<file path="config.mk">
export PLATFORM = sky130hd
export DESIGN_NAME = mac_pipe
export DESIGN_NICKNAME = d
export VERILOG_FILES = /design/src/rtl/mac_pipe.sv
export SDC_FILE = /design/constraint.sdc
export NUM_CORES = 1
export LEC_CHECK = 0
export ABC_AREA = 1
export BUFFER_PORTS_ARGS = -buffer_cell sky130_fd_sc_hd__buf_2
export CAP_MARGIN = 40
export CORE_MARGIN = 4
export CORE_UTILIZATION = 45
export CTS_CLUSTER_DIAMETER = 150
export CTS_CLUSTER_SIZE = 25
export DETAILED_ROUTE_END_ITERATION = 7
export PLACE_DENSITY = 0.6
export REMOVE_ABC_BUFFERS = 1
export SLEW_MARGIN = 30
export SYNTH_ARGS = -nofsm -noshare
export SYNTH_HDL_FRONTEND = slang
export SYNTH_SLANG_ARGS = --single-unit
export TNS_END_PERCENT = 30
</file>
<file path="constraint.sdc">
create_clock -name clk -period 7.2 [get_ports clk]
set_clock_uncertainty 0.05 [all_clocks]
set_input_delay 1.44 -clock clk [delete_from_list [all_inputs] [get_ports clk]]
set_output_delay 1.44 -clock clk [all_outputs]
set_load 0.01 [all_outputs]
</file>
<file path="src/rtl/mac_pipe.sv">
// ---------------------------------------------------------------------------
// mac_pipe -- two-stage pipelined signed multiply-accumulate unit.
//
// Stage 1 registers the opcode, the full signed DW x DW product and a valid
// bit when an instruction is accepted (in_valid=1, stall=0). Stage 2 applies
// the registered operation to the accumulator on the next unstalled edge.
// The accumulator carries GW guard bits above the 2*DW product width.
//
// Parameters
//   DW           signed operand width
//   GW           accumulator guard bits (accumulator width AW = 2*DW+GW)
//
// Ports
//   clk          rising-edge clock
//   reset_n      asynchronous active-low reset
//   in_valid     instruction/operands valid this cycle
//   instruction  3-bit opcode
//   multiplier   two's-complement operand A
//   multiplicand two's-complement operand B
//   stall        freeze the entire pipeline
//   result       accumulator bits [2*DW-1:0]
//   protect      accumulator guard bits [AW-1:2*DW]
//   out_valid    accumulator was updated by a completed instruction
//   ovf          sticky signed accumulator wrap flag
// ---------------------------------------------------------------------------
module mac_pipe #(
    parameter int DW = 16,
    parameter int GW = 8
) (
    input  logic              clk,
    input  logic              reset_n,
    input  logic              in_valid,
    input  logic [2:0]        instruction,
    input  logic [DW-1:0]     multiplier,
    input  logic [DW-1:0]     multiplicand,
    input  logic              stall,
    output logic [2*DW-1:0]   result,
    output logic [GW-1:0]     protect,
    output logic              out_valid,
    output logic              ovf
);

    localparam int PW = 2 * DW;
    localparam int AW = PW + GW;

    typedef enum logic [2:0] {
        OP_NOP  = 3'b000,
        OP_LOAD = 3'b001,
        OP_MAC  = 3'b010,
        OP_SAT  = 3'b011,
        OP_CLR  = 3'b100,
        OP_MSUB = 3'b101,
        OP_NOP2 = 3'b110,
        OP_CLR2 = 3'b111
    } opcode_t;

    // Saturation bounds of the 2*DW-bit signed range, sign-extended to AW.
    localparam logic [AW-1:0] SAT_MAX = {{(GW + 1){1'b0}}, {(PW - 1){1'b1}}};
    localparam logic [AW-1:0] SAT_MIN = {{(GW + 1){1'b1}}, {(PW - 1){1'b0}}};

    logic            s1_valid;
    opcode_t         s1_op;
    logic [PW-1:0]   s1_prod;
    logic [PW-1:0]   prod_c;

    logic [AW-1:0]   acc;
    logic [AW-1:0]   acc_next;
    logic            ovf_next;
    logic [AW-1:0]   prod_ext;
    logic [AW:0]     sum_wide;
    logic [AW:0]     diff_wide;
    logic            in_range;

    // Full-width signed product; the most negative squared is representable.
    assign prod_c = $signed(multiplier) * $signed(multiplicand);

    // Stage 1: capture opcode and product on acceptance. A bubble only
    // clears the valid bit; stale opcode/product are never used.
    always_ff @(posedge clk or negedge reset_n) begin
        if (!reset_n) begin
            s1_valid <= 1'b0;
            s1_op    <= OP_NOP;
            s1_prod  <= '0;
        end else if (!stall) begin
            s1_valid <= in_valid;
            if (in_valid) begin
                s1_op   <= opcode_t'(instruction);
                s1_prod <= prod_c;
            end
        end
    end

    // One extra bit on the add/subtract exposes signed overflow: the top
    // two bits of the wide result disagree exactly when AW bits wrapped.
    assign prod_ext  = {{GW{s1_prod[PW-1]}}, s1_prod};
    assign sum_wide  = {acc[AW-1], acc} + {prod_ext[AW-1], prod_ext};
    assign diff_wide = {acc[AW-1], acc} - {prod_ext[AW-1], prod_ext};

    // Value fits in 2*DW signed bits when all bits from the 2*DW-1 sign
    // position upward are identical.
    assign in_range = (&acc[AW-1:PW-1]) | ~(|acc[AW-1:PW-1]);

    // Stage 2 next-state: what the accumulator and sticky flag become if
    // the instruction held in stage 1 completes on this edge.
    always_comb begin
        acc_next = acc;
        ovf_next = ovf;
        case (s1_op)
            OP_LOAD: begin
                acc_next = prod_ext;
                ovf_next = 1'b0;
            end
            OP_MAC: begin
                acc_next = sum_wide[AW-1:0];
                if (sum_wide[AW] != sum_wide[AW-1])
                    ovf_next = 1'b1;
            end
            OP_MSUB: begin
                acc_next = diff_wide[AW-1:0];
                if (diff_wide[AW] != diff_wide[AW-1])
                    ovf_next = 1'b1;
            end
            OP_SAT: begin
                if (!in_range)
                    acc_next = acc[AW-1] ? SAT_MIN : SAT_MAX;
            end
            OP_CLR, OP_CLR2: begin
                acc_next = '0;
                ovf_next = 1'b0;
            end
            default: begin
                acc_next = acc;
                ovf_next = ovf;
            end
        endcase
    end

    // Stage 2 registers. out_valid marks the cycle after any valid
    // instruction (NOP included) completes; stall freezes everything.
    always_ff @(posedge clk or negedge reset_n) begin
        if (!reset_n) begin
            acc       <= '0;
            ovf       <= 1'b0;
            out_valid <= 1'b0;
        end else if (!stall) begin
            out_valid <= s1_valid;
            if (s1_valid) begin
                acc <= acc_next;
                ovf <= ovf_next;
            end
        end
    end

    assign result  = acc[PW-1:0];
    assign protect = acc[AW-1:PW];

endmodule

</file>
Yosys cells after proc, flatten, opt, wreduce, memory -nomap -nowiden
Index checks and enable logic that the tools add are counted.
{"block": "word_totals", "rom_bits": 0, "input_bits": 39, "latch_bits": 0, "mem_bits_rw": 0, "register_bits": 78, "n_memories": 0, "output_inout_bits": 42, "word_cells": 38}
{"block": "op_classes", "n_lt_le_gt_ge": 0, "bitwise": 3, "multipliers": 1, "reduce_logical": 9, "shifts": 0, "n_addsub": 2, "mux": 6, "n_eq_ne": 11, "n_div": 0}
{"cell": "$pmux W40 S5", "count": 1}
{"cell": "$mux W40", "count": 2}
{"cell": "$add A40 B32 Y41", "count": 1}
{"cell": "$sub A40 B32 Y41", "count": 1}
{"cell": "$mul A16 B16 Y32", "count": 1}
{"cell": "$eq A3 B3 Y1 const B", "count": 3}
{"cell": "$reduce_and A9 Y1", "count": 1}
{"cell": "$reduce_or A9 Y1", "count": 1}
{"cell": "$eq A3 B2 Y1 const B", "count": 2}
{"cell": "$ne A2 B2 Y1 const B", "count": 3}
{"cell": "$reduce_and A5 Y1", "count": 1}
{"cell": "$reduce_bool A5 Y1", "count": 1}
{"cell": "$reduce_and A4 Y1", "count": 1}
{"cell": "$eq A3 B1 Y1 const B", "count": 1}
{"cell": "$pmux W1 S3", "count": 1}
{"cell": "$reduce_bool A3 Y1", "count": 1}
{"cell": "$reduce_or A3 Y1", "count": 1}
{"cell": "$mux W1", "count": 2}
{"cell": "$ne A1 B1 Y1", "count": 2}
{"cell": "$not A1 Y1", "count": 2}
{"cell": "$reduce_and A2 Y1", "count": 1}
{"cell": "$reduce_or A2 Y1", "count": 1}
{"cell": "$or A1 B1 Y1", "count": 1}

Longest topological paths before layout
Gate-level depths: netlist of run 1.
{"block": "logic_depth", "word_depth": 5, "ltp_mapped": 30, "ltp_nobuf": 28}

Least setup slack after synthesis of run 1
OpenSTA, ideal clock, no wires.
{"block": "synth_path", "path_kind": "input -> register", "startpoint": "input multiplicand[3]", "endpoint": "register s1_prod[29]", "arrival_ns": 6.674, "setup_ns": 0.130, "path_slack_ns": 0.346, "stages": 20, "path_buffers": 2, "cell_sequence": "clkbuf_1 > clkbuf_1 > nand2_1 > inv_1 > fa_1 > fa_1 > inv_1 > fa_1 > fa_1 > fa_1 > fa_1 > inv_1 > ha_1 > nand2_1 > nor2_1 > a211oi_1 > o211ai_1 > or2_2 > nand3_1 > o21ai_0"}
{"block": "synth_via", "elab_chain_cells": 1}
{"element": "start: declaration", "line": "35", "text": "input logic [DW-1:0] multiplicand,"}
{"element": "$mul A16 B16 Y32", "line": "75", "text": "assign prod_c = $signed(multiplier) * $signed(multiplicand);"}
{"element": "end signal: assignment", "line": "88", "text": "s1_prod <= prod_c;"}
{"element": "end: declaration", "line": "63", "text": "logic [PW-1:0] s1_prod;"}
Every way passes these cells.
A chain may end at the register's enable or synchronous reset.

Worst setup path after layout of run 1
{"block": "layout_path", "startpoint": "input multiplicand[8]", "endpoint": "register s1_prod[25]"}
Same word-level chain as after synthesis.

==> impl.org, run 1 <==
** Setup path
- Register-to-register setup slack :: 3.47 ns
- The worst setup path is of the in -> reg kind.
- Worst-path cell with the longest stage delay :: sky130_fd_sc_hd__fa_1
- In this run the worst path has a maximum fanout of 10.
- Depth of the worst register-to-register path :: 13
- Endpoint type of the worst setup path :: flip-flop
- The startpoint identified for the worst register-to-register timing path is s1_prod[31].
- Series of cell instances along the critical path :: buf_2 > buf_4 > nand2_1 > fa_1 > inv_1 > fa_1 > fa_1 > fa_1 > fa_1 > inv_1 > fa_1 > inv_1 > ha_1 > a21oi_2 > o21ai_0 > a21oi_1 > nand3_1 > a21o_1 > or2_2 > nand3_1 > o21ai_0
- STA classifies the critical path startpoint as a primary input.
- Worst path most repeated cell :: sky130_fd_sc_hd__fa_1
- Data arrives at the worst endpoint at 7.00 ns.
- Reg-to-reg endpoint :: ovf
- On the worst path, the slowest cell contributes a delay of 0.59 ns.
- Required time at the worst-slack endpoint :: 7.39 ns

** STA
- Final critical delay including setup and external delays :: 6.82 ns
- Post-route worst setup slack :: 0.381 ns
- The tightest hold path in the finished design has a slack of 0.418 ns.
- Fmax :: 0.147 GHz
- For the pin with the worst max-slew slack, the measured transition is roughly 0.83 ns.
- Final hold violations :: 0
- Final Slew Violations :: 0
- In this run the tightest slew margin relative to its limit is 44.0%.
- Of the available clock period, the critical path in the final layout requires 94.7%.
- Setup repair after global routing missed its margin :: false
- Setup violations remaining at the end of the flow were counted as 0.

** GRT
- The total overflow left after global routing is 0.
- GRT Resource Usage Total :: just over 30%
- The number of antenna violations at the first check in global routing came to 1.
- Via count of the first global-routing pass :: 20,500
- The first global-routing pass estimated 117 mm of wire.
- Entering global routing, the biggest net connects 65 pins.

** Clock network
- Total CTS buffers :: 9
- Clock tree from TritonCTS :: built
- Clock sinks :: 78
- The tree is rooted in a sky130_fd_sc_hd__clkbuf_16.
- After clock tree synthesis, the clock-pin slew on the worst setup and hold paths is 0.07 ns.
- Max Buffers Root-to-Sink :: 2
- Clock latency on the worst-skew pair, taken at its later pin, is 0.38 ns.
- H-tree lvl count :: 3

** Finish
- FILL cells :: around 4,800
- FF+latch area :: 1950 um2
- Final Util :: 48.5%
- After the last flow step, the layout net total stands at 3,695.
- Leaving out fill and tap cells, the most frequent cell in the layout is sky130_fd_sc_hd__nand2_1.
- Share of post-route cells with drive strength above 1 :: 5.50%
- Antenna diode count :: 0
- Footprint of the multi-input gates :: 15,300 um2
- From synthesis to final layout, the design area changed by 6.81%.
- In the layout the commonest cells are 967 x sky130_fd_sc_hd__nand2_1, 759 x sky130_fd_sc_hd__inv_1, 264 x sky130_fd_sc_hd__fa_1, 237 x sky130_fd_sc_hd__nor2_1, 182 x sky130_fd_sc_hd__nand3_1.
- With fillers left out, the area of the finished cells amounts to 22,000 um2.

** Worst hold path
- Number of cells on the worst hold path :: 2
- Hold Crit Class :: reg -> reg
- Hold Crit Start :: ovf
- The worst hold path terminates at ovf.

** Synthesis
- Gate count after technology mapping :: 3,203
- Mapped Area :: between 20,000 and 25,000 um2
- Synthesis instantiated between 40 and 50 different standard cells from the library.
- Synth Register Bits :: 78
- In this run, synthesis inferred 0 flip-flops with an integrated enable.
- The most used flip-flop cell after synthesis is sky130_fd_sc_hd__dfrtp_1.
- Most area-consuming cells after synthesis :: sky130_fd_sc_hd__fa_1 26%, sky130_fd_sc_hd__nand2_1 18%, sky130_fd_sc_hd__inv_1 14%
- Share of flip-flops with an asynchronous set or reset after synthesis :: 100%
- sky130_fd_sc_hd__fa_1 takes more of the synthesized area than any other cell.
- The synthesized design devotes to its leading area cell type 25.7% of total area.
- Count of yosys warnings during synthesis :: 0
- Of the synthesized area, sequential elements account for under 10%.
- A synthesized cell averages ~6.4 um2.

** Die
- Die H :: 222 um
- Rows :: a little under 80
- I/O pin count :: 81
- Floorplan die width :: approximately 220 um
- Floorplan core area :: 45,300 um2
- Once the floorplan was initialized, standard cells occupied 45.4% of the core.
- The die covers 49,200 um2.

** Status
- Result of the run :: completed

** Route
- M1 wire length :: 30.3 mm
- After detailed routing, the number of remaining DRC violations is 0.
- The final layout contains routed wiring with a total length of 76.7 mm.
- Routed wl met2 :: 37.4 mm
- Highest metal layer with signal wires :: met5
- Initial drt markers :: between 1,500 and 2,000
- Post-DR vias/cell :: 5.23
- Met3 Wirelength :: 3.72 mm
- Detailed routing inserted a total of 20,100 vias.
- The pre-antenna-repair detailed-routing pass consisted of 8 iterations.
- Detailed-route wire length per cell :: 20.0 um
- Antenna-violating nets left :: 0

** Placed design
- Once detailed placement completed, the half-perimeter wirelength came to 66.0 mm.
- Post-detailed-placement cell area :: approximately 22,000 um2
- Count of buffers inserted at the top-level ports :: 80
- Routability cong. :: 1.07
- At the placement stage, the worst setup path has a slack of -0.137 ns.

** Flow run
- Across the run, the number of max-cap violations was 0.
[final cells by class]
type / instances / share of cell area (%)
sequential: 78 / 8.88
timing repair buffer: 129 / 3.70
clock inverter: 7 / 0.365
inverter: 765 / 13.1
multi-input combinational: 2247 / 69.5
tap: 600 / 3.42
clock buffer: 9 / 1.03
[Yosys cell counts, types with 4 or more instances]
| library cell | n |
|---|---|
| sky130_fd_sc_hd__nand2_1 | 967 |
| sky130_fd_sc_hd__inv_1 | 759 |
| sky130_fd_sc_hd__fa_1 | 264 |
| sky130_fd_sc_hd__nor2_1 | 237 |
| sky130_fd_sc_hd__nand3_1 | 182 |
| sky130_fd_sc_hd__ha_1 | 162 |
| sky130_fd_sc_hd__a21oi_1 | 145 |
| sky130_fd_sc_hd__o21ai_0 | 128 |
| sky130_fd_sc_hd__dfrtp_1 | 78 |
| sky130_fd_sc_hd__clkbuf_1 | 71 |
| sky130_fd_sc_hd__nand4_1 | 38 |
| sky130_fd_sc_hd__buf_2 | 35 |
| sky130_fd_sc_hd__or2_2 | 17 |
| sky130_fd_sc_hd__xor2_1 | 17 |
| sky130_fd_sc_hd__o21bai_1 | 14 |
| sky130_fd_sc_hd__nor3_1 | 12 |
| sky130_fd_sc_hd__o211ai_1 | 12 |
| sky130_fd_sc_hd__xnor2_1 | 7 |
| sky130_fd_sc_hd__inv_2 | 6 |
| sky130_fd_sc_hd__a21o_1 | 5 |
| sky130_fd_sc_hd__buf_1 | 4 |
| sky130_fd_sc_hd__nor4_1 | 4 |
[metrics by stage]
step,setup TNS [ns],instances
after floorplan,0,3090
after detailed placement,-0.175,3817
after global placement,-0.0643,3814
after CTS,0,3833
after global routing,0,3835
final,0,3835
[routing by layer]
layer	global-route usage (%)	vias to the layer above
met4	17.8	2
met3	2.65	206
met5	0	-
met2	54.4	714
li1	-	9620
met1	36.9	9528
[logic make-up (layout without fill, tap and decap cells)]
logic type,Yosys count,after routing,share of synthesized area [%]
adder cells (fa/ha/maj),426,426,35.5
XOR/XNOR,24,24,1.02
AND/OR/NAND/NOR,1473,1473,29.2
buffers and inverters,878,910,16.3
AO/OA/AOI/OAI,324,324,8.52
flip-flops,78,78,9.49
[what timing repair did]
item / in CTS / in global routing
endpoints found under the setup margin: 0 / 1
setup buffers: 0 / 0
resized for setup: 0 / 1
hold buffers: 0 / 0
[registers in the layout, summed over array words and instances, names as in the netlist]
signal	count
ovf	1
out_valid	1
s1_prod	32
s1_op	3
acc	40
s1_valid	1
[how the worst max path moves through the flow]
| stage | start | end | slack (ns) | cells after the start |
|---|---|---|---|---|
| 3_5_place_dp | multiplicand[8] | s1_prod[25] | -0.14 | 21 |
| 6_report | multiplicand[8] | s1_prod[25] | 0.38 | 21 |
| 3_3_place_gp | multiplicand[8] | s1_prod[25] | -0.05 | 21 |
| 4_1_cts | multiplicand[8] | s1_prod[25] | 0.25 | 21 |
| 2_1_floorplan | multiplicand[1] | s1_prod[29] | 0.65 | 18 |
| 5_1_grt | multiplier[7] | s1_prod[23] | 0.005 | 20 |
[worst max-delay path, delay by kind of cell]
family / cells / cell delay, ns
AOI/OAI and AO/OA: 5 / 0.94
adders and majority gates: 7 / 3.44
buffers and inverters: 5 / 0.60
and+or+nand+nor: 4 / 0.59
Power of run 1 is not shown: default switching activity piles up to over one toggle a cycle in this logic, so the estimate is an artifact.
==> inputs of run 2 (changes only) <==
--- a/config.mk
+++ b/config.mk
@@ -5,16 +5,17 @@
 export SDC_FILE = /design/constraint.sdc
 export NUM_CORES = 1
 export LEC_CHECK = 0
-export ABC_AREA = 1
+export ABC_AREA = 0
 export BUFFER_PORTS_ARGS = -buffer_cell sky130_fd_sc_hd__buf_2
 export CAP_MARGIN = 40
 export CORE_MARGIN = 4
-export CORE_UTILIZATION = 45
+export CORE_UTILIZATION = 47
 export CTS_CLUSTER_DIAMETER = 150
 export CTS_CLUSTER_SIZE = 25
 export DETAILED_ROUTE_END_ITERATION = 7
-export PLACE_DENSITY = 0.6
+export PLACE_DENSITY = 0.63
 export REMOVE_ABC_BUFFERS = 1
+export SKIP_CTS_REPAIR_TIMING = 1
 export SLEW_MARGIN = 30
 export SYNTH_ARGS = -nofsm -noshare
 export SYNTH_HDL_FRONTEND = slang
==> run 2 against run 1 <==
- global-route usage down 6.8 points
- highest routed layer is now met4
- synthesized cell count down 34%
- cell count down 29%
- core utilization up 4.6 points
- synthesized area down 14%
- fmax down 0.46%
- non-clock buffer count up 67
- critical path depth up 2
- count of clock-buffer cells in the layout up 2
- final area down 11%
==> impl.org, run 2 <==
** Worst hold path
- Number of cells on the worst hold path :: 2
- Hold Crit Class :: reg -> reg
- The worst hold path terminates at s1_valid.
- The startpoint identified for the worst hold timing path is s1_valid.

** STA
- After routing, the total negative slack on setup checks comes to 0 ns.
- Fmax :: 0.146 GHz
- Setup violations remaining at the end of the flow were counted as 0.
- Setup repair after global routing missed its margin :: true
- Final hold violations :: 0
- Worst Max-Slew Pin Slew :: 0.739 ns
- Final critical delay including setup and external delays :: 6.85 ns
- Final Slew Violations :: 0
- After layout, the worst path uses between 90% and 100% of the clock period.
- Headroom to the max-slew limit :: about 50%

** Synthesis
- The Yosys step of the flow raised 0 warnings.
- The most common cell in the synthesized netlist is sky130_fd_sc_hd__inv_1.
- Of all cell types, the one taking the most synthesized area is sky130_fd_sc_hd__fa_1.
- Counting flops and latches in the post-synthesis netlist gives 78.
- By area the synthesized netlist is led by sky130_fd_sc_hd__fa_1 30%, sky130_fd_sc_hd__ha_1 11%, sky130_fd_sc_hd__dfrtp_1 11%.
- Post-synth top area share :: between 20% and 30%
- By count the netlist is led by 345 x sky130_fd_sc_hd__inv_1, 264 x sky130_fd_sc_hd__fa_1, 243 x sky130_fd_sc_hd__nand2_1.
- Share of flip-flops with an asynchronous set or reset after synthesis :: 100%
- Gate count after technology mapping :: 2,122
- Number of distinct library cell variants in the gate-level netlist after synthesis :: 80
- Sequential area share after synthesis :: 11.1%
- Primary FF master, synth :: sky130_fd_sc_hd__dfrtp_1
- The synthesized design contains 0 enable-type register cells.
- Averaged over all synthesized cells, the footprint is 8.32 um2.
- Mapped Area :: approximately 18,000 um2

** Route
- Post-DR vias/cell :: 5.51
- For this block, the routed nets add up to 48.6 mm of wire.
- DRT Pass-1 Iters :: 5
- The detailed router finished its first iteration with 904 violations.
- Antenna-violating nets left :: 0
- For this run, design rule violations remaining after detail routing come to 0.
- Detailed-route wire length per cell :: 18.0 um
- Total number of vias :: about 15,000

** GRT
- Global-route wire length before repair :: between 80 and 90 mm
- Leftover overflow at the end of global routing :: 0
- The via count of the first global-routing pass is 15,400.
- Entering global routing, the biggest net connects 52 pins.
- The number of antenna violations at the first check in global routing is 0.
- For this run, the total global-route usage over all layers was measured as about a quarter.

** Setup path
- The slowest stage of the critical path is the sky130_fd_sc_hd__fa_1 cell.
- The signal on the critical path passes through buf_2 > buf_4 > and2_1 > fa_1 > inv_1 > fa_1 > fa_1 > fa_1 > inv_1 > fa_1 > fa_1 > ha_1 > buf_4 > a21o_1 > a21oi_1 > o21ai_0 > o21ai_1 > a31oi_1 > a211oi_2 > a21oi_1 > or3_1 > nand3_1 > o21ai_0.
- Register-to-register setup slack :: about 2.7 ns
- Classification of the worst setup path :: in -> reg
- STA classifies the critical path startpoint as a primary input.
- Among the stages of the critical path, the cell type that occurs most often is sky130_fd_sc_hd__fa_1.
- Depth of the worst register-to-register path :: 16
- Reg-to-reg endpoint :: ovf
- Endpoint type of the worst setup path :: flip-flop
- On the worst path, the slowest cell contributes a delay of 0.55 ns.
- Worst endpoint data arrival time :: roughly 7.0 ns
- In this run the critical register-to-register path is launched from acc[0].
- CP startpoint :: multiplicand[4]
- Of all nets on the critical path, the largest fanout is 8.
- At the worst endpoint, the required time is 7.38 ns.

** Die
- I/O pin count :: 81
- The die is between 200 and 250 um tall.
- Effective utilization at floorplan :: 48.0%
- Measured along the x axis, the die boundary spans 202 um.
- Floorplan core area :: 36,800 um2
- The initialized floorplan defines 70 standard-cell rows.
- The floorplan step defined a die boundary enclosing 40,700 um2.

** Clock network
- Clock sinks :: between 70 and 80
- The clock passes through at most 2 buffers.
- H-tree lvl count :: 3
- Counting the buffers created by CTS gives 9.
- TritonCTS built the clock tree.
- Clk_lat worst skew :: 0.36 ns
- After clock tree synthesis, the clock-pin slew on the worst setup and hold paths is 0.06 ns.
- Clock root buffer :: sky130_fd_sc_hd__clkbuf_16

** Finish
- Antenna diode count :: 0
- Leaving out fill and tap cells, the most frequent cell in the layout is sky130_fd_sc_hd__inv_1.
- The library cells used most frequently in the layout, excluding fill and tap cells, are 345 x sky130_fd_sc_hd__inv_1, 263 x sky130_fd_sc_hd__fa_1, 242 x sky130_fd_sc_hd__nand2_1, 162 x sky130_fd_sc_hd__ha_1, 137 x sky130_fd_sc_hd__a21oi_1.
- Top flop regs :: acc: 40 flops, s1_prod: 32 flops, s1_op: 3 flops
- Max FFs per register :: 40
- Final #Nets :: 2,697
- Synthesis-to-layout area growth :: 10.8%
- Register name with the most flops :: acc
- Share of post-route cells with drive strength above 1 :: 11.6%

** Status
- The run finished with clean final reports.

** Placed design
- Detailed placement finished with a half-perimeter wire length of 40.3 mm.
- The congestion estimate from routability-driven global placement came to 0.962.
- Port buffering added 80 buffers.

** Flow run
- The tool flagged a number of max-cap violations equal to 0.
==> run 2: cell type report <==
cell class	instances	area, um2
clock buffer	11	253
tap	468	586
fill	3561	17200
inverter	351	1320
clock inverter	4	70.1
sequential	78	1950
timing repair buffer	196	1330
multi-input combinational	1596	14000
==> run 2: how the worst max path moves through the flow <==
stage / slack [ns] / endpoint / cells after the start
3_5_place_dp: -0.21 / s1_prod[31] / 23
4_1_cts: 0.17 / s1_prod[31] / 24
6_report: 0.35 / s1_prod[28] / 23
2_1_floorplan: 0.03 / s1_prod[31] / 22
5_1_grt: -0.02 / s1_prod[31] / 25
3_3_place_gp: -0.14 / s1_prod[31] / 25
==> run 2: critical path: cells and delay by family <==
family | cells | cell delay (ns)
adder cells (fa/ha/maj) | 7 | 3.22
AO/OA/AOI/OAI | 8 | 1.23
buffers and inverters | 5 | 0.59
AND/OR/NAND/NOR | 3 | 0.54
==> run 2: cells by family (layout without fill, tap and decap cells) <==
logic type	Yosys count	count (layout)	share of synthesized area (%)
adders and majority gates	426	426	41.4
and+or+nand+nor	622	622	16.7
muxes	6	6	0.354
buffers and inverters	448	562	9.66
AOI/OAI and AO/OA	493	493	18.4
DFF	78	78	11.1
xor gates and xnor gates	49	49	2.43
==> run 2: through the flow <==
step / utilization [%] / instances / worst slack, ns / area (um2) / hold slack (ns)
after global routing: 53.1 / 2704 / -0.0202 / 19500 / 0.450
after floorplan: - / 2025 / 0.0344 / 17300 / 0.392
final: 53.1 / 2704 / 0.349 / 19500 / 0.423
after CTS: 53.0 / 2702 / 0.174 / 19500 / 0.426
after global placement: 52.1 / 2686 / -0.141 / 19100 / 0.405
after detailed placement: 52.1 / 2687 / -0.208 / 19200 / 0.409
==> run 2: routing by layer <==
metal,track usage [%],wire [um]
met3,2.74,2690
met4,6.64,1100
met1,34.0,22300
met5,0,0
met2,39.5,22500
Power of run 2 is left out for the same reason.
